## src/rtl/fetch_stage.sv

```systemverilog
// LEGv8 instruction-fetch stage: PC register, ROM word addressing and a one-entry
// fetch register drained through a valid/ready handshake, with redirect flush and fault.
module fetch_stage #(
  parameter int unsigned N = 64
) (
  input  logic          clk,
  input  logic          reset,
  output logic [5:0]    imem_addr,
  input  logic [31:0]   imem_q,
  input  logic          redirect,
  input  logic [N-1:0]  target,
  input  logic          out_ready,
  output logic          out_valid,
  output logic [31:0]   out_instr,
  output logic [N-1:0]  out_pc,
  output logic          fault,
  output logic [31:0]   fetch_count
);

  typedef enum logic [0:0] {StRun, StFault} state_e;

  state_e        state_q, state_d;
  logic [N-1:0]  pc_q, pc_d;
  logic          valid_q, valid_d;
  logic [31:0]   instr_q, instr_d;
  logic [N-1:0]  opc_q, opc_d;
  logic [31:0]   cnt_q, cnt_d;

  logic accept;
  logic load;

  assign accept = valid_q & out_ready;
  assign load   = ~valid_q | out_ready;

  always_comb begin
    state_d = state_q;
    pc_d    = pc_q;
    valid_d = valid_q;
    instr_d = instr_q;
    opc_d   = opc_q;
    cnt_d   = cnt_q;

    // Accepts are counted before any flush takes the entry away.
    if (accept) begin
      cnt_d = cnt_q + 32'd1;
    end

    unique case (state_q)
      StRun: begin
        if (redirect && (target[1:0] != 2'b00)) begin
          state_d = StFault;
          valid_d = 1'b0;
        end else if (redirect) begin
          pc_d    = target;
          valid_d = 1'b0;
        end else if (load) begin
          instr_d = imem_q;
          opc_d   = pc_q;
          valid_d = 1'b1;
          pc_d    = pc_q + N'(4);
        end
      end
      StFault: begin
        valid_d = 1'b0;
      end
      default: begin
        state_d = StRun;
      end
    endcase
  end

  always_ff @(posedge clk) begin
    if (reset) begin
      state_q <= StRun;
      pc_q    <= '0;
      valid_q <= 1'b0;
      instr_q <= '0;
      opc_q   <= '0;
      cnt_q   <= '0;
    end else begin
      state_q <= state_d;
      pc_q    <= pc_d;
      valid_q <= valid_d;
      instr_q <= instr_d;
      opc_q   <= opc_d;
      cnt_q   <= cnt_d;
    end
  end

  // Only pc[7:2] reaches the ROM, so higher PCs alias into the 64 words.
  assign imem_addr   = pc_q[7:2];
  assign out_valid   = valid_q;
  assign out_instr   = instr_q;
  assign out_pc      = opc_q;
  assign fault       = (state_q == StFault);
  assign fetch_count = cnt_q;

endmodule

```

## config.mk

```make
export PLATFORM = sky130hd
export DESIGN_NAME = fetch_stage
export DESIGN_NICKNAME = d
export VERILOG_FILES = /design/src/rtl/fetch_stage.sv
export SDC_FILE = /design/constraint.sdc
export NUM_CORES = 1
export LEC_CHECK = 0
export ABC_AREA = 1
export ABC_CLOCK_PERIOD_IN_PS = 1600
export CAP_MARGIN = 5
export CORE_UTILIZATION = 47
export CTS_BUF_LIST = sky130_fd_sc_hd__clkbuf_4
export CTS_CLUSTER_DIAMETER = 120
export DETAILED_ROUTE_END_ITERATION = 7
export PLACE_DENSITY = 0.76
export SKIP_LAST_GASP = 1
export SLEW_MARGIN = 10
export SYNTH_ARGS = -nofsm -noshare
export SYNTH_HDL_FRONTEND = slang
export SYNTH_SLANG_ARGS = --single-unit
```

## constraint.sdc

```tcl
create_clock -name clk -period 1.6 [get_ports clk]
set_input_delay 0.32 -clock clk [delete_from_list [all_inputs] [get_ports clk]]
set_output_delay 0.32 -clock clk [all_outputs]
set_load 0.1 [all_outputs]
```

-- After elaboration in Yosys (flattened, before gate mapping)
Index checks and enable logic that the tools add are counted.
- register bits: 194
- input bits: 100
- output and inout bits: 136
- logic and storage cells: 28
- $add $sub $neg: 2
- eq/ne operators: 1
- mux-type cells: 8
- bitwise gates (word level): 6
- reduce and logical (&&, ||, !) cells: 5
- operators by type and width (operator ; number):
    $mux W64 ; 2
    $add A64 B3 Y64 const B ; 1
    $add A32 B1 Y32 const B ; 1
    $mux W1 ; 5
    $ne A4 B4 Y1 const B ; 1
    $not A1 Y1 ; 4
    $reduce_and A4 Y1 ; 1
    $reduce_bool A2 Y1 ; 2
    $reduce_and A3 Y1 ; 1
    $pmux W1 S2 ; 1
    $and A1 B1 Y1 ; 1
    $logic_and A1 B1 Y1 ; 1
    $or A1 B1 Y1 ; 1

-- Depth between registers and ports, before layout
Gate-level depths: netlist of the first run.
- word-level depth: 6
- gate-level depth with buffers: 12
- depth with buffers taken out: 12

-- Worst setup path after synthesis of the first run
OpenSTA, ideal clock, no wires.
- path kind: flip-flop to flip-flop
- from: register cnt_q[1], in the netlist fetch_count[1]
- to: register cnt_q[18], in the netlist fetch_count[18]
- setup time: 0.117 ns
- data arrival time: 2.348 ns
- data required time: 1.483 ns
- path slack: -0.865 ns
- cell stages (with the launch flop): 13
- path buffers: 0
- clock period less this slack: 2.465 ns
- cells stage by stage: dfxtp_1 ha_1 nand3_1 nor2_1 inv_1 nor2_2 nand2_1 nor3_2 inv_1 nor2_1 nand2_1 nand2_1 nor2_1
- word-level cells in the longest chain between the ends: 1
- ends and longest elaborated chain (item ; line ; RTL):
    start: declaration ; 27 ; logic [31:0] cnt_q, cnt_d;
    start signal: assignment ; 86 ; cnt_q <= cnt_d;
    $add A32 B1 Y32 ; 45 ; cnt_d = cnt_q + 32'd1;
Every way passes these cells.
A chain may end at the register's enable or synchronous reset.

-- Worst setup path after layout of the first run
- from: register pc_q[5]
- to: register pc_q[14]
- word-level cells in the longest chain between the ends: 3
- ends and longest elaborated chain (item ; line ; RTL):
    start: declaration ; 23 ; logic [N-1:0] pc_q, pc_d;
    start signal: assignment ; 82 ; pc_q <= pc_d;
    $add A64 B3 Y64 ; 60 ; pc_d = pc_q + N'(4);
    $mux W64 ; 56 ; end else if (load) begin
    $mux W64 ; 53 ; end else if (redirect) begin
Every way passes these cells. The select of a mux whose other input is x is not followed.

==> reports/results.txt, run 1 <==
outcome = finished, violations left
failing checks = DRC, setup timing
Syn Inst Count = 1,645
crit path cell chain = buf_4, inv_2, nor2_4, buf_12, buf_6, nand3_4, buf_6, xnor2_2, o21ai_1, a21oi_1
Placeable Area = 0.0218 mm2
Max Root-Sink Buffers = 2
grt total ovfl = 0
GPL Wtd Cong = 0.965
ratio of cells with drive above 1 in the final layout = 42.9%
RSZ-0062 raised after global routing = true
Vert. Die Dim = 151 um
Cells after DPL = 2,289
post-synth top area share = 37.1%
final non-filler cell total = 2,400
Slew headroom = 67.7%
dpl cell area = 0.0160 mm2
P&R area growth vs syn = 78.1%
CTS tree = done
Cell Rows = 54
dominant cell type by area after synthesis = dfxtp_1
routed via count = 13.6k
CP Capture Type = flip-flop
Nets = 2,208
Layout Skew = 0.0287 ns
drt pass-1 iters = 8
clock root cell = clkbuf_4
setup TNS = -7.92 ns
Overall Power = 12.9 mW
CP Data Arrival Time = 2.40 ns
Clock Pin Slew Worst Setup and Hold Paths = 0.19 ns
final setup margin = -0.283 ns
Final period util = 118%
initial antenna violation count = 1
Min Hold Slack = 0.211 ns
die area = 0.0229 mm2
Via density = 5.65
Syn Area/Cell = 6.36 um2
Detailed Place HPWL = 30,100 um
DP Worst Slack = -0.532 ns
vias in the first global route = 12.2k
max-cap viol count = 0
Max Slew Vio Count = 0
Static Leakage = 7.78 nW
delay of the slowest critical-path stage = 0.43 ns
minimum clock period = 1.88 ns
TritonCTS buffer count = 17
first-pass GRT wire length = 63,600 um
cell mode on critical path = buf_6
final setup fails = 72
Worst-Margin Slew = 0.481 ns
Worst Path Required = 2.12 ns
Wirelength per Cell = 19.5 um
post-synth net total = 1,747
top post-synthesis cells by area = dfxtp_1, nand2_1, nor2_1
clk_lat worst skew = 0.63 ns
remaining antenna violation count = 0
Initial Utilization = 48.0%
Hold Buf Count CTS = 0
proportion of synthesized chip area in sequential cells = 37.1%
design area = 0.0186 mm2
Residual DRC = 2
1st-iter DRT viols = 1,232
endpoints failing hold = 0
VDD IR max = 0.000668 V
gr usage total = 36.1%
Ports = 236
Yosys reg bits = 194
Power Density = 695 mW/mm2
FILL cells = 1,265
Sink Count = 194
crit-path max FO = 5
Yosys cell types = 40
H-tree depth = 4
I/O Buffers = 235
Critical-path top delay cell = dfxtp_4
Synth Warn # = 0
Fmax achieved = 531 MHz
worst hold path class = in -> reg
largest net degree at the start of global routing = 92
crit start category = flip-flop
total wire length = 46,800 um
CP Class = reg -> reg
Cell Area, Synth = 0.0105 mm2
Final Util = 85.4%
chip width = 151 um
==> cell usage in the layout (no fill, tap or decap), types with 3 or more instances in the layout <==
| master | n |
|---|---|
| inv_8 | 3 |
| inv_6 | 6 |
| o21a_1 | 3 |
| nand3_2 | 30 |
| nor2_4 | 56 |
| nand2_2 | 60 |
| nand4_1 | 22 |
| xnor2_1 | 5 |
| dfxtp_1 | 44 |
| nor3_2 | 5 |
| dfxtp_2 | 106 |
| o21ai_0 | 123 |
| nand2_8 | 8 |
| nand3_4 | 11 |
| a21oi_1 | 108 |
| clkdlybuf4s50_1 | 98 |
| nand2_4 | 22 |
| dfxtp_4 | 44 |
| clkbuf_4 | 17 |
| nand2_1 | 318 |
| buf_4 | 205 |
| inv_4 | 3 |
| inv_1 | 121 |
| buf_12 | 152 |
| nor2_1 | 273 |
| xor2_1 | 12 |
| inv_2 | 12 |
| clkinv_2 | 3 |
| buf_6 | 60 |
| nor3_4 | 10 |
| a21oi_2 | 20 |
| nor3_1 | 5 |
| clkinv_8 | 3 |
| o21ai_2 | 13 |
| o21ai_1 | 19 |
| nor2_2 | 44 |
| nand3_1 | 47 |
==> cells in the mapped netlist (all sizes together) <==
| master | number |
|---|---|
| o21a | 3 |
| clkbuf | 46 |
| nand3 | 88 |
| o31ai | 2 |
| xnor2 | 6 |
| nor3b | 1 |
| inv | 139 |
| a21oi | 128 |
| o21bai | 1 |
| buf | 29 |
| dfxtp | 194 |
| nor4 | 1 |
| nand2 | 408 |
| nand4 | 22 |
| ha | 2 |
| nor2 | 375 |
| xor2 | 13 |
| clkinv | 3 |
| nor3 | 20 |
| or2 | 1 |
| a221oi | 2 |
| o21ai | 156 |
| a31oi | 2 |
| o211ai | 2 |
| and2 | 1 |
==> cells by family after synthesis <==
kind of cell,Yosys count,synth area share [%]
flops,194,37.1
xor+xnor,19,1.59
compound gates,296,14.5
simple gates,917,38.0
fa+ha+maj,2,0.239
buf+inv,217,8.50
==> layout make-up <==
cell class                      instances  area [um2]  share of cell area, %
Antenna cell                            1        2.50                 0.0134
Inverter                              142         563                   3.02
Tap cell                              280         350                   1.88
Timing Repair Buffer                  517        6270                   33.6
Clock inverter                         15         168                  0.900
Multi-Input combinational cell       1234        6980                   37.4
Sequential cell                       194        4180                   22.4
Clock buffer                           17         128                  0.685
==> final timing paths <==
check | start | endpoint | slack [ns] | cells past startpoint
worst max-delay path | pc_q[5] | pc_q[14] | -0.28 | 10
worst min-delay path | reset | fetch_count[20] | 0.21 | 3
worst max register to register | pc_q[5] | pc_q[14] | -0.28 | 10
worst min register to register | pc_q[1] | pc_q[1] | 0.47 | 2
==> registers in the layout, summed over array words and instances (netlist names) <==
register     count
pc_q            64
fetch_count     32
out_instr       32
out_valid        1
out_pc          64
fault            1
==> layer usage <==
| layer | wire [um] | track usage [%] | share of wire (%) | up-vias |
|---|---|---|---|---|
| li1 | - | - | - | 6185 |
| met1 | 17300 | 44.4 | 37 | 6279 |
| met2 | 22000 | 61.0 | 47 | 830 |
| met3 | 4150 | 6.17 | 8.9 | 259 |
| met4 | 3250 | 17.1 | 7.0 | 0 |
| met5 | 0 | 0 | 0 | - |
==> critical path: cells and delay by family (launching register included) <==
family | cells | cell delay, ns
flops | 1 | 0.43
xor+xnor | 1 | 0.13
buf+inv | 5 | 0.63
simple gates | 2 | 0.23
compound gates | 2 | 0.35
==> power by group <==
| part | switching (mW) | internal [mW] |
|---|---|---|
| logic | 2.80 | 1.68 |
| registers | 0.397 | 5.15 |
| clock network | 2.06 | 0.857 |
==> what timing repair did <==
item	in CTS	in global routing
gates resized for setup	158	377
buffers inserted	37	55
endpoints found under the setup margin	92	195
gates cloned	0	1
pin swaps	57	157
Power figures use the tool's default switching activity.
==> run 2, diff against run 1 <==
--- a/config.mk
+++ b/config.mk
@@ -8,11 +8,11 @@
 export ABC_AREA = 1
 export ABC_CLOCK_PERIOD_IN_PS = 1600
 export CAP_MARGIN = 5
-export CORE_UTILIZATION = 47
+export CORE_UTILIZATION = 35
 export CTS_BUF_LIST = sky130_fd_sc_hd__clkbuf_4
 export CTS_CLUSTER_DIAMETER = 120
 export DETAILED_ROUTE_END_ITERATION = 7
-export PLACE_DENSITY = 0.76
+export PLACE_DENSITY_LB_ADDON = 0.15
 export SKIP_LAST_GASP = 1
 export SLEW_MARGIN = 10
 export SYNTH_ARGS = -nofsm -noshare
==> reports/results.txt, run 2 (synthesis gave the netlist of run 1 again) <==
Sink Count = 194 (unchanged)
Initial Utilization = 36.0% (was 48.0%)
P&R area growth vs syn = 68.9% (was 78.1%)
worst hold path class = in -> reg (unchanged)
Fmax achieved = 565 MHz (was 531 MHz)
final non-filler cell total = 2,454 (was 2,400)
gr usage total = 24.9% (was 36.1%)
Ports = 236 (unchanged)
TritonCTS buffer count = 17 (unchanged)
Wirelength per Cell = 16.3 um (was 19.5 um)
Vert. Die Dim = 175 um (was 151 um)
Layout Skew = 0.0327 ns (was 0.0287 ns)
final setup margin = -0.169 ns (was -0.283 ns)
initial antenna violation count = 1 (unchanged)
GPL Wtd Cong = 0.940 (was 0.965)
Int Power = 7.50 mW (was 7.69 mW)
grt total ovfl = 0 (unchanged)
total wire length = 39,900 um (was 46,800 um)
Final period util = 111% (was 118%)
Worst-Margin Slew = 0.422 ns (was 0.481 ns)
Worst Path Required = 2.09 ns (was 2.12 ns)
drt pass-1 iters = 7 (was 8)
H-tree depth = 4 (unchanged)
CTS tree = done (unchanged)
remaining antenna violation count = 0 (unchanged)
clock root cell = clkbuf_4 (unchanged)
vias in the first global route = 11.1k (was 12.2k)
clock power share = 21.4% (was 22.5%)
Hold Buf Count CTS = 0 (unchanged)
combinational power share = 34.7% (was 34.6%)
sequential share of power = 43.9% (was 42.9%)
dpl cell area = 0.0160 mm2 (about the same)
RSZ-0062 raised after global routing = true (unchanged)
first-pass GRT wire length = 60,000 um (was 63,600 um)
crit-path max FO = 5 (unchanged)
CP Data Arrival Time = 2.26 ns (was 2.40 ns)
Static Leakage = 7.35 nW (was 7.78 nW)
die area = 0.0306 mm2 (was 0.0229 mm2)
VDD IR max = 0.000348 V (was 0.000668 V)
final setup fails = 54 (was 72)
Placeable Area = 0.0291 mm2 (was 0.0218 mm2)
max-cap viol count = 0 (unchanged)
Residual DRC = 0 (was 2)
commonest non-fill, non-tap cells in the layout = nand2_1, nor2_1, buf_4 (unchanged)
Detailed Place HPWL = 29,400 um (was 30,100 um)
Slew headroom = 71.9% (was 67.7%)
Clock Pin Slew Worst Setup and Hold Paths = 0.19 ns (about the same)
Sw Ratio = 40.0% (was 40.6%)
endpoints failing hold = 0 (unchanged)
Max Slew Vio Count = 0 (unchanged)
Nets = 2,159 (was 2,208)
CP Class = reg -> reg (unchanged)
setup TNS = -3.73 ns (was -7.92 ns)
chip width = 175 um (was 151 um)
Cell Rows = 62 (was 54)
crit start category = flip-flop (unchanged)
Cells after DPL = 2,373 (was 2,289)
commonest non-fill, non-tap cell in the layout = nand2_1 (unchanged)
minimum clock period = 1.77 ns (was 1.88 ns)
Via density = 4.93 (was 5.65)
design area = 0.0177 mm2 (was 0.0186 mm2)
routed via count = 12.1k (was 13.6k)
largest net degree at the start of global routing = 75 (was 92)
failing checks = setup timing (was DRC, setup timing)
outcome = finished, violations left (unchanged)
sw power = 5.00 mW (was 5.25 mW)
Max Root-Sink Buffers = 2 (unchanged)
ratio of cells with drive above 1 in the final layout = 35.9% (was 42.9%)
CP Capture Type = flip-flop (unchanged)
Power Density = 707 mW/mm2 (was 695 mW/mm2)
clk_lat worst skew = 0.61 ns (was 0.63 ns)
I/O Buffers = 235 (unchanged)
1st-iter DRT viols = 929 (was 1,232)
## run 2: cell count changes in the layout (fill, tap and decap cells not counted), moves of 21 or more
cell | previous run | this run
dfxtp_2 | 106 | 68
dfxtp_1 | 44 | 78
buf_6 | 60 | 32
nand2_1 | 318 | 340
buf_4 | 205 | 184
nand3_1 | 47 | 68
## run 2: power groups by stage
stage | clock network [mW] | registers (mW) | logic [mW]
6_report | 2.67 | 5.49 | 4.33
5_1_grt | 2.95 | 5.53 | 4.55
4_1_cts | 2.76 | 5.48 | 4.22
3_5_place_dp | 0 | 5.56 | 4.17
3_3_place_gp | 0 | 5.56 | 4.14
2_1_floorplan | 0 | 6.91 | 0.991
## run 2: repair_timing
action | CTS | global route
pin swaps | 52 | 65
endpoints found under the setup margin | 69 | 174
gates cloned | 0 | 3
resized for setup | 148 | 195
setup buffers | 17 | 35
## run 2: area by class of cell
type                            instances  area [um2]
Inverter                              142         558
Tap cell                              384         480
Clock buffer                           18         135
Antenna cell                            1        2.50
Fill cell                            2681       11400
Timing Repair Buffer                  468        5810
Clock inverter                         13         124
Sequential cell                       194        4150
Multi-Input combinational cell       1234        6410
## run 2: path summary, 6_finish.rpt
check               start         endpoint  slack, ns  cells past startpoint
setup / recovery  pc_q[3]         pc_q[43]      -0.17                     13
hold reg to reg   pc_q[0]          pc_q[0]       0.47                      2
hold / removal      reset  fetch_count[20]       0.22                      3
setup reg to reg  pc_q[3]         pc_q[43]      -0.17                     13
## run 2: per-layer routing
| layer | vias to the layer above | global-route usage [%] | wire [um] |
|---|---|---|---|
| met4 | 0 | 7.46 | 851 |
| met1 | 5602 | 34.2 | 18300 |
| met2 | 341 | 40.4 | 18800 |
| met3 | 48 | 3.46 | 1910 |
| li1 | 6098 | - | - |
| met5 | - | 0 | 0 |
## run 2: critical path: stages, from the launching register on
cell and delay, ns:
dfxtp_2 0.40, buf_6 0.14, nand2_4 0.06, nor2_4 0.20, nand2_4 0.13, nor2_4 0.14
buf_4 0.12, inv_2 0.03, nor2_4 0.12, nand2_1 0.06, nand2_1 0.06, nand2_1 0.06
nand2_1 0.07, a21oi_1 0.06
## run 2: metrics by stage
| step | power (mW) | worst slack [ns] | hold slack [ns] | util [%] |
|---|---|---|---|---|
| 2_1_floorplan | 7.91 | -0.134 | 0.433 | - |
| 3_3_place_gp | 9.70 | -0.506 | 0.444 | 54.9 |
| 3_5_place_dp | 9.73 | -0.542 | 0.446 | 54.9 |
| 4_1_cts | 12.5 | -0.124 | 0.178 | 57.7 |
| 5_1_grt | 13.0 | -0.260 | 0.198 | 60.8 |
| 6_report | 12.5 | -0.169 | 0.220 | 60.8 |
